[config.mk]
export PLATFORM = sky130hd
export DESIGN_NAME = jt12_freq_seq
export DESIGN_NICKNAME = d
export VERILOG_FILES = /design/src/rtl/jt12_pkg.sv /design/src/rtl/jt12_freq_dly.sv /design/src/rtl/jt12_freq_seq.sv
export SDC_FILE = /design/constraint.sdc
export NUM_CORES = 1
export LEC_CHECK = 0
export ABC_AREA = 1
export BUFFER_PORTS_ARGS = -buffer_cell sky130_fd_sc_hd__buf_2
export CAP_MARGIN = 20
export CORE_ASPECT_RATIO = 0.9
export CORE_UTILIZATION = 40
export DETAILED_ROUTE_END_ITERATION = 8
export GPL_TIMING_DRIVEN = 0
export PLACE_DENSITY = 0.6
export RECOVER_POWER = 25
export SYNTH_ARGS = -nofsm -noshare
export SYNTH_HDL_FRONTEND = slang
export SYNTH_HIERARCHICAL = 1
export SYNTH_SLANG_ARGS = --single-unit
[constraint.sdc]
create_clock -name clk -period 2.35 [get_ports clk]
set_input_delay 0.235 -clock clk [delete_from_list [all_inputs] [get_ports clk]]
set_output_delay 0.235 -clock clk [all_outputs]
set_load 0.005 [all_outputs]
[src/rtl/jt12_pkg.sv]
// Shared constants and types for the JT12 frequency sequencer.
// Address map, operator slot order and ch3 special-op mapping.
package jt12_pkg;

  localparam int SLOTS = 24;

  localparam logic [7:0] A_CH3M = 8'h27;
  localparam logic [5:0] A_FLO  = 6'b101000;
  localparam logic [5:0] A_FHI  = 6'b101001;
  localparam logic [5:0] A_SLO  = 6'b101010;
  localparam logic [5:0] A_SHI  = 6'b101011;
  localparam logic [3:0] A_DTM  = 4'h3;

  typedef enum logic [1:0] {
    OP_S1, OP_S2, OP_S3, OP_S4
  } op_e;

  // slot order within a sample: S1,S3,S2,S4
  localparam logic [7:0] OP_ORDER =
    {OP_S4, OP_S2, OP_S3, OP_S1};

  typedef struct packed {
    logic [2:0]  blk;
    logic [10:0] fnum;
  } freq_t;

  // special array index for an op position (A8:S3, A9:S1, AA:S2); 3 = none
  function automatic logic [1:0] sp_idx(
    input logic [1:0] opidx
  );
    op_e op;
    op = op_e'(OP_ORDER[{opidx, 1'b0} +: 2]);
    case (op)
      OP_S1:   return 2'd1;
      OP_S2:   return 2'd2;
      OP_S3:   return 2'd0;
      default: return 2'd3;
    endcase
  endfunction

endpackage

[src/rtl/jt12_freq_dly.sv]
// Clock-enabled shift register used to align per-slot fields
// to later phase generator stages.
module jt12_freq_dly #(
  parameter int W = 3,
  parameter int N = 2
) (
  input  logic         clk,
  input  logic         rst,
  input  logic         cen,
  input  logic [W-1:0] d_i,
  output logic [W-1:0] q_o
);

  logic [W-1:0] sr_q [N];

  always_ff @(posedge clk or negedge rst) begin
    if (!rst) begin
      for (int i = 0; i < N; i++) sr_q[i] <= '0;
    end else if (cen) begin
      sr_q[0] <= d_i;
      for (int i = 1; i < N; i++) sr_q[i] <= sr_q[i-1];
    end
  end

  assign q_o = sr_q[N-1];

endmodule

[src/rtl/jt12_freq_seq.sv]
// Frequency / detune / multiplier register store replayed as
// a 24-slot stream aligned to phase generator stages I, II and V.
module jt12_freq_seq
  import jt12_pkg::*;
#(
  parameter int DT1_DLY = 1,
  parameter int MUL_DLY = 4
) (
  input  logic        clk,
  input  logic        rst,
  input  logic        cen,
  input  logic        wr,
  input  logic        part,
  input  logic [7:0]  addr,
  input  logic [7:0]  din,
  output logic [10:0] fnum_I,
  output logic [2:0]  block_I,
  output logic [2:0]  dt1_II,
  output logic [3:0]  mul_V,
  output logic        zero
);

  freq_t      chf_q [6];
  freq_t      spf_q [3];
  logic [6:0] dtm_q [SLOTS];
  logic [5:0] lat_q;
  logic [5:0] slat_q;
  logic       ch3m_q;

  logic [2:0] sch_q;
  logic [1:0] sop_q;
  freq_t      frq_q;
  logic       zero_q;

  logic       wok;
  logic [2:0] wch;
  logic [4:0] wslot;
  logic [4:0] rslot;
  logic [1:0] sp;
  freq_t      rd_d;

  assign wok = addr[1:0] != 2'd3;
  assign wch = part ? {1'b0, addr[1:0]} + 3'd3
                    : {1'b0, addr[1:0]};
  assign wslot = {1'b0, addr[3:2], 2'b00}
               + {2'b00, addr[3:2], 1'b0}
               + {2'b00, wch};
  assign rslot = {1'b0, sop_q, 2'b00}
               + {2'b00, sop_q, 1'b0}
               + {2'b00, sch_q};

  always_ff @(posedge clk or negedge rst) begin
    if (!rst) begin
      lat_q  <= '0;
      slat_q <= '0;
      ch3m_q <= 1'b0;
      for (int i = 0; i < 6; i++) chf_q[i] <= '0;
      for (int i = 0; i < 3; i++) spf_q[i] <= '0;
      for (int i = 0; i < SLOTS; i++) dtm_q[i] <= '0;
    end else if (wr) begin
      unique case (1'b1)
        addr[7:2] == A_FHI && wok:
          lat_q <= din[5:0];
        addr[7:2] == A_FLO && wok:
          chf_q[wch] <= {lat_q, din};
        addr[7:2] == A_SHI && wok && !part:
          slat_q <= din[5:0];
        addr[7:2] == A_SLO && wok && !part:
          spf_q[addr[1:0]] <= {slat_q, din};
        addr == A_CH3M && !part:
          ch3m_q <= din[6];
        addr[7:4] == A_DTM && wok:
          dtm_q[wslot] <= din[6:0];
        default: ;
      endcase
    end
  end

  always_comb begin
    rd_d = chf_q[sch_q];
    sp   = sp_idx(sop_q);
    if (ch3m_q && sch_q == 3'd2 && sp != 2'd3)
      rd_d = spf_q[sp];
  end

  always_ff @(posedge clk or negedge rst) begin
    if (!rst) begin
      sch_q  <= '0;
      sop_q  <= '0;
      frq_q  <= '0;
      zero_q <= 1'b0;
    end else if (cen) begin
      frq_q  <= rd_d;
      zero_q <= sch_q == 3'd0 && sop_q == 2'd0;
      if (sch_q == 3'd5) begin
        sch_q <= '0;
        sop_q <= sop_q + 2'd1;
      end else begin
        sch_q <= sch_q + 3'd1;
      end
    end
  end

  jt12_freq_dly #(.W(3), .N(DT1_DLY + 1)) u_dt1 (
    .clk (clk),
    .rst (rst),
    .cen (cen),
    .d_i (dtm_q[rslot][6:4]),
    .q_o (dt1_II)
  );

  jt12_freq_dly #(.W(4), .N(MUL_DLY + 1)) u_mul (
    .clk (clk),
    .rst (rst),
    .cen (cen),
    .d_i (dtm_q[rslot][3:0]),
    .q_o (mul_V)
  );

  assign fnum_I  = frq_q.fnum;
  assign block_I = frq_q.blk;
  assign zero    = zero_q;

endmodule

* Word-level counts from Yosys, hierarchy flattened
Index checks and enable logic that the tools add are counted.
** Cells by class
- Order comparisons :: 9
- Muxes and demuxes :: 22
- Reductions and logical operators :: 25
- Bitwise logic cells :: 6
- Add/sub/neg operators :: 7
- Eq/ne operators :: 12
- Shifts and indexed selects :: 1
** Operators with widths (number)
- bitwise mux 168 bit :: 1
- two-way mux 14 bit :: 7
- bitwise mux 84 bit :: 1
- binary-select mux 14 bit (select 3 bit) :: 1
- bitwise mux 42 bit :: 1
- demux 14 bit (select 3 bit) :: 1
- binary-select mux 7 bit (select 5 bit) :: 1
- demux 7 bit (select 5 bit) :: 1
- binary-select mux 14 bit (select 2 bit) :: 1
- demux 14 bit (select 2 bit) :: 1
- equality test 6 bit, second input constant :: 4
- two-way mux 7 bit :: 3
- logical AND 1 bit :: 14
- AND reduction 2 bit :: 7
- greater-or-equal comparator 6 bit, second input constant :: 2
- inverter 5 -> 6 bit :: 2
- adder 4 x 3 -> 5 bit :: 2
- adder 5 x 3 -> 5 bit :: 2
- equality test 8 x 6 -> 1 bit, second input constant :: 1
- greater-or-equal comparator 4 bit, second input constant :: 2
- inverter 3 -> 4 bit :: 2
- indexed part select 8 x 4 -> 2 bit, first input constant :: 1
- greater-or-equal comparator 3 bit, second input constant :: 2
- < comparator 6 x 1 -> 1 bit, second input constant :: 1
- 17 further kinds :: 21
** Storage, ports and cells
- Flip-flop bits (word level) :: 353
- Bits of input ports :: 21
- Output and inout bits :: 22
- Word-level logic and storage cells :: 139

* Depth between registers and ports, before layout
Gate-level depths: netlist of run 1.
- Depth after elaboration :: 9
- Mapped depth :: 16
- Gate-level depth less buffers :: 15

* By module
Netlist of run 1, hierarchy kept.
** Modules (own cells, without submodules)
- jt12_freq_seq :: seq. area each 8182.8 um^2, cells each 1939, area each 15223.4 um^2, times used 1
- jt12_freq_dly (u_mul) :: seq. area each 500.5 um^2, cells each 89, area each 797.0 um^2, times used 1
- jt12_freq_dly (u_dt1) :: seq. area each 150.1 um^2, cells each 28, area each 244.0 um^2, times used 1

* Least setup slack after synthesis of run 1
Ideal clock, no wire load.
- Path type :: input to register
- Start point :: input port addr[0]
- End point :: register dtm_q[101] (netlist name)
- Cell stages on the path :: 15
- Path buffers :: 1
- Data required time :: 2.217 ns
- Arrival :: 2.947 ns
- Setup slack :: -0.730 ns
- Path through :: inv_1 -> ha_1 -> nor2_1 -> inv_1 -> fa_1 -> inv_1 -> ha_1 -> inv_1 -> fa_1 -> or2_2 -> nor3_1 -> nand2_1 -> buf_2 -> nand2_1 -> o21ai_0
** Between the ends
- Cells in the longest elaborated chain, start to end :: 9
- Elaborated cells between the ends (all ways) :: 13
** RTL lines
- start, declared :: RTL line jt12_freq_seq.sv:14 : input logic [7:0] addr,
- adder 2 x 2 -> 3 bit :: RTL line jt12_freq_seq.sv:43 : assign wch = part ? {1'b0, addr[1:0]} + 3'd3
- two-way mux 3 bit :: RTL line jt12_freq_seq.sv:43
- adder 5 x 3 -> 5 bit :: RTL line jt12_freq_seq.sv:47 : + {2'b00, wch};
- inverter 5 -> 6 bit (not written as such) :: RTL line jt12_freq_seq.sv:73 : dtm_q[wslot] <= din[6:0];
- greater-or-equal comparator 6 bit (not written as such) or < comparator 6 x 1 -> 1 bit (tied branches) :: RTL line jt12_freq_seq.sv:73
- logical AND 1 bit (not written as such) :: RTL line jt12_freq_seq.sv:73
- two-way mux 7 bit (not written as such) :: RTL line jt12_freq_seq.sv:73
- demux 7 bit (select 5 bit) :: RTL line jt12_freq_seq.sv:73
- bitwise mux 168 bit :: RTL line jt12_freq_seq.sv:73
- end signal, assigned by index :: RTL line jt12_freq_seq.sv:73
- end, declared :: RTL line jt12_freq_seq.sv:25 : logic [6:0] dtm_q [SLOTS];
Parallel ways exist; a longest one is shown, timed or not.
A chain may end at the register's enable or synchronous reset.

* Final worst setup path of run 1
- Start point :: register sch_q[2]
- End point :: register u_dt1/sr_q[3] (netlist name)
** Between the ends
- Cells in the longest elaborated chain, start to end :: 5
** RTL lines
- start, declared :: RTL line jt12_freq_seq.sv:30 : logic [2:0] sch_q;
- start signal, assigned :: RTL line jt12_freq_seq.sv:99 : sch_q <= sch_q + 3'd1;
- adder 5 x 3 -> 5 bit :: RTL line jt12_freq_seq.sv:50 : + {2'b00, sch_q};
- inverter 5 -> 6 bit (not written as such) :: RTL line jt12_freq_seq.sv:108 : .d_i (dtm_q[rslot][6:4]),
- binary-select mux 7 bit (select 5 bit) :: RTL line jt12_freq_seq.sv:108
- two-way mux 7 bit (2 in a row)
- end, declared :: RTL line jt12_freq_dly.sv:14 : logic [W-1:0] sr_q [N];
No other way between the ends. The select of a mux whose other input is x is not followed.

==> results.cfg, run 1 <==
[worst_setup_path]
startpoint_type = flip-flop
reg2reg_from = sch_q[2]
r2r_end = u_dt1/sr_q[3]
worstPathArrival_ns = 3.01
worst-path-max-fanout = 7
rrSetupSlack_ns = -0.21
endpoint_kind = flip-flop
startpoint = sch_q[2]
cp_data_required_time_ns = 2.80
rr_worst_depth = 11
path_class = reg2reg

[cts]
insertion_delay_ns = 0.56
clk_pin_slew_ns = 0.06
cts_buffer_depth = 3
cts_buffers = 39
cts_root_buffer = clkbuf_16
cts_sinks = 353
cts_tree = yes
htree_levels = 2

[floorplanning]
core-area_um2 = 39800
die_width_um = 215
die_area_um2 = 41500
pin_count = 43
die_height_um = 193
rows = 69
start_util = 0.409

[routing]
wl_per_cell_um = 18.1
routed_via_density = 5.21
dr.pass1.iters = 6
drt_iter0_drc = 1439
drt_wl_total_mm = 49.9
vias = 14400
ant_nets = 0
drc = 0

[synthesis]
seq_area_frac_synth = 0.543
ys_warn_count = 6
yosysTopAreaCell = dfrtp_1
yosysMostFrequentCell = nand2_1
ys_seq_elements = 353
avgSynthCellArea_um2 = 7.91
yosys_most_used_dff = dfrtp_1
ys_top_cells_by_area = dfrtp_1 (54%), nand2_1 (19%), o21ai_0 (11%)
syn_inst = 2056
synth_commonest_cells = nand2_1 (802), o21ai_0 (361), dfrtp_1 (353)
synth_edf_count = 0
synth_cell_type_count = 27
yosys.area.top_type_share = 0.543
netlist_area_um2 = 16300
syn-num-nets = 2096
async_flop_share = 1.00

[timing]
hold-worst-slack_ns = 0.0476
layout_min_cycle_time_ns = 2.56
finalHoldViolations = 0
drv_slew = 121
worst_pin_slew_ns = 1.68
rsz0062_at_grt = yes
final-setup-viol-count = 152
tns_ns = -14.94
relSlewSlack = -0.118
period_share = 1.09
skew_ns = 0.0104
worst_slack_ns = -0.209
fmax_ghz = 0.391

[power_and_ir_drop]
leakagePower_nw = 9.70
total_power_mw = 20.7
ir_drop_mv = 0.849
power_density_nw_per_um2 = 1010

[min_path]
worstHoldEndpoint = u_dt1/sr_q[4]
min_path_type = in2reg
hold_start = cen
hold_depth = 3

[outcome]
violations = max-capacitance violations, max-slew violations, negative setup slack
status = finished with violations

[finish]
areaGrowthSynthToFinish_pct = 26.3
drive_above_1_share = 0.228
layout.nets = 2245
n_antenna_cell = 0

[place]
dpl.hpwl_mm = 33.0
port_buffers = 42
gp_congestion = 0.924

[global_routing]
grt_max_degree = 123
overflow = 0
antenna_found_initial = 0
grt_pass1_vias = 13600
grtUsageTotal = 0.237
grt_pass1_wl_mm = 76.8

[job]
max-cap-violations = 1
[state kept, by name, indices dropped and copies added (netlist names)]
register,count
zero,1
spf_q,42
slat_q,6
u_mul/sr_q,16
sch_q,3
block_I,3
dtm_q,168
u_dt1/sr_q,3
lat_q,6
fnum_I,11
u_dt1/q_o,3
u_mul/q_o,4
sop_q,2
chf_q,84
ch3m_q,1
[final cells by class]
type                    count  area (µm²)
flip-flops and latches    353        8830
clock buffers              57        1120
clock inverters            12         121
multi-input cells        1436        7520
well taps                 532         666
fillers                  3750       19300
repair buffers            109         958
inverters                 139         552
plain buffers             127         761
[critical path, cell delays in order (launching register included)]
cell and delay [ns]:
dfrtp_1 0.41, fa_1 0.48, ha_2 0.19, fa_1 0.51
buf_8 0.14, clkinvlp_4 0.19, nand3_2 0.14, nand2_2 0.08
nand2_2 0.09, nand2_2 0.07, nand2_1 0.07, nand2_1 0.06
[per-layer routing]
metal	GRT usage	share of wire	wire [µm]	vias up
li1	-	-	-	6870
met1	0.351	0.47	23400	7021
met2	0.346	0.44	22000	445
met3	0.0426	0.068	3370	82
met4	0.0839	0.024	1180	0
met5	0	0	0	-
[kinds of logic after synthesis]
kind of cell	Yosys count	share of synthesized area
flip-flops	353	0.543
AND/OR/NAND/NOR	1045	0.257
XOR/XNOR	1	0.000539
adder cells (fa/ha/maj)	19	0.0165
AO/OA/AOI/OAI	370	0.115
buffers and inverters	268	0.0680
[cells in the final DEF (no fill, tap or decap), types with 7 or more instances in the layout]
master,instances
buf_2,63
buf_4,24
buf_6,55
buf_8,7
clkbuf_1,69
clkbuf_16,39
clkbuf_2,11
clkbuf_8,8
clkinv_2,8
dfrtp_1,352
ha_1,11
inv_1,128
nand2_1,637
nand2_2,124
nand2_4,28
nand2_8,15
nand3_1,119
nand3_2,13
nand4_1,12
nor2_1,82
o211ai_1,7
o21ai_0,194
o21ai_1,99
o21ai_2,69
[repair_timing]
action                                  CTS  global route
pin swaps                                29            20
hold buffers                              1             0
resized for setup                       283           310
cloned                                   16             8
endpoints found under the setup margin  186           187
endpoints found under the hold margin   120             0
setup buffers                            29            11
[power breakdown]
group / internal [mW] / switching, mW
logic: 2.38 / 5.54
clock network: 3.54 / 2.52
registers: 6.50 / 0.257
total: 12.4 / 8.32
[per-stage QoR]
step / area (µm²) / util / cells / setup slack (ns)
after floorplan: 16400 / - / 2056 / -0.420
after global placement: 17200 / 0.433 / 2630 / -5.79
after detailed placement: 17300 / 0.436 / 2633 / -1.22
after CTS: 19500 / 0.491 / 2746 / -0.165
after global routing: 20500 / 0.516 / 2765 / -0.286
final: 20500 / 0.516 / 2765 / -0.209
[worst max-delay path by stage]
stage | end | slack, ns | cells past startpoint
after floorplan | dtm_q[101] | -0.42 | 15
after global placement | dtm_q[122] | -5.79 | 1
after detailed placement | dtm_q[115] | -1.22 | 16
after CTS | u_dt1/sr_q[3] | -0.17 | 11
after global routing | u_dt1/sr_q[3] | -0.29 | 11
final | u_dt1/sr_q[3] | -0.21 | 11
No activity file was read; power rests on OpenSTA's default activity.
==> inputs of run 2 (changes only) <==
--- a/config.mk
+++ b/config.mk
@@ -8,11 +8,13 @@
 export ABC_AREA = 1
 export BUFFER_PORTS_ARGS = -buffer_cell sky130_fd_sc_hd__buf_2
 export CAP_MARGIN = 20
+export CELL_PAD_IN_SITES_DETAIL_PLACEMENT = 1
+export CELL_PAD_IN_SITES_GLOBAL_PLACEMENT = 2
 export CORE_ASPECT_RATIO = 0.9
-export CORE_UTILIZATION = 40
+export CORE_UTILIZATION = 34
 export DETAILED_ROUTE_END_ITERATION = 8
 export GPL_TIMING_DRIVEN = 0
-export PLACE_DENSITY = 0.6
+export PLACE_DENSITY = 0.78
 export RECOVER_POWER = 25
 export SYNTH_ARGS = -nofsm -noshare
 export SYNTH_HDL_FRONTEND = slang
==> run 2 against run 1 <==
  * The run ends with negative setup slack left
  * Critical endpoint is now dtm_q[102]
  * Critical path depth increased by 3
  * First-iteration DRC count fell by 44%
  * Largest power group unchanged
  * Power increased by 6.4%
  * Critical path type is now in2reg
==> results.cfg, run 2 (synthesis results as in run 1) <==
[finish]
postLayoutCellArea_um2 = 21300
n_antenna_cell = 0
nFillCells = 5523
mostFrequentLayoutCells = nand2_1 (638), dfrtp_1 (351), o21ai_0 (188)
layout.nets = 2258
drive_above_1_share = 0.255
fin_util = 0.454
top_register = dtm_q
largest_register_ff_count = 168
final_common_cell = nand2_1
areaGrowthSynthToFinish_pct = 30.8
top_regs = dtm_q x168, chf_q x84, spf_q x42

[power_and_ir_drop]
ir_drop_mv = 0.917
power_density_nw_per_um2 = 1040
total_power_mw = 22.1
leakagePower_nw = 9.92

[place]
port_buffers = 42
dpl.hpwl_mm = 38.6
gp_congestion = 0.858
dpl-instance-area_um2 = 17400
dpl_worst_slack_ns = -1.30

[routing]
drt_iter0_drc = 800
wl_per_cell_um = 20.5
ant_nets = 0
dr.pass1.iters = 5
routed_via_density = 5.10
drc = 0
vias = 14600
drt_wl_total_mm = 58.8

[timing]
relSlewSlack = 0.0227
rsz0062_at_grt = yes
worst_pin_slew_ns = 1.46
layout_min_cycle_time_ns = 2.65
skew_ns = 0.0239
worst_slack_ns = -0.296
fmax_ghz = 0.378
finalHoldViolations = 0
period_share = 1.13
hold-worst-slack_ns = 0.0555
drv_slew = 0
final-setup-viol-count = 175

[cts]
insertion_delay_ns = 0.58
cts_tree = yes
clk_pin_slew_ns = 0.06
cts_buffer_depth = 3
htree_levels = 2
cts_root_buffer = clkbuf_16
cts_buffers = 42
cts_sinks = 353

[worst_setup_path]
endpoint_kind = flip-flop
path_class = in2reg
cp_data_required_time_ns = 2.78
startpoint_type = primary input
worstPathCellList = clkbuf_1, inv_1, fa_1, inv_1, ha_2, inv_2, fa_2, or2_4, nor3_4, buf_4, nand2_4, buf_6, nand2_2, o21ai_1
cp_top_family = adder cells
cp_num_buf_inv = 6
worstPathArrival_ns = 3.08
max_stage_delay_ns = 0.54
cp_common_cell = inv_1
worst-path-max-fanout = 5
cpMaxStageDelayCell = fa_1

[floorplanning]
die_width_um = 233
die_height_um = 209
core-area_um2 = 46900
start_util = 0.347
die_area_um2 = 48700
rows = 75
pin_count = 43

[global_routing]
grt_pass1_wl_mm = 90.9
overflow = 0
grtUsageTotal = 0.245
grt_max_degree = 115
antenna_found_initial = 0
grt_pass1_vias = 15200

[outcome]
violations = negative setup slack
status = finished with violations

[job]
max-cap-violations = 0

[min_path]
min_path_type = in2reg
==> run 2: per-stage QoR <==
step / setup TNS [ns] / std cells
6_report: -32.02 / 2867
5_1_grt: -44.06 / 2867
4_1_cts: -16.97 / 2850
3_5_place_dp: -196.79 / 2717
3_3_place_gp: -2361.16 / 2714
2_1_floorplan: -62.49 / 2056
==> run 2: area by class of cell <==
cell class	count	area, µm²	share of cell area
inverters	139	552	0.0259
flip-flops and latches	353	8840	0.415
clock buffers	61	1220	0.0574
well taps	616	771	0.0362
repair buffers	120	1160	0.0544
plain buffers	127	777	0.0365
clock inverters	16	199	0.00935
multi-input cells	1435	7760	0.365
==> run 2: repair_timing <==
action                                  in CTS  in global routing
endpoints found under the setup margin     189                189
pin swaps                                   22                 14
hold buffers                                 1                  0
resized for setup                          408                274
gates cloned                                23                  1
hold endpoints to repair                   116                  0
buffers inserted                            33                 17
==> run 2: tightest hold or removal path, cell delays in order <==
cell and delay (ns):
buf_2 0.21, nand2_2 0.09, nand2_1 0.04
==> run 2: routing by layer <==
metal  GRT usage  part of all wire  vias up
met3      0.0406             0.043       83
met5           0                 0        -
li1            -                 -     6911
met2       0.377              0.46      236
met1       0.357              0.48     7398
met4      0.0611             0.021        0
==> run 2: worst paths after layout <==
kind | startpoint | end | slack (ns) | cells after the start
max | addr[3] | dtm_q[102] | -0.30 | 14
min | cen | u_dt1/sr_q[4] | 0.06 | 3
max reg2reg | sop_q[1] | u_mul/sr_q[18] | -0.28 | 11
min reg2reg | u_mul/sr_q[12] | u_mul/sr_q[12] | 0.47 | 2
max in group asynchronous | rst | dtm_q[115] | 0.30 | 3
min in group asynchronous | rst | chf_q[21] | 0.38 | 2
==> run 2: power by group <==
group | internal (mW) | leakage, nW | switching, mW | total, mW
registers | 6.50 | 4.87 | 0.271 | 6.77
logic | 2.56 | 4.35 | 5.94 | 8.51
clock network | 4.06 | 0.708 | 2.73 | 6.79
total | 13.1 | 9.92 | 8.94 | 22.1
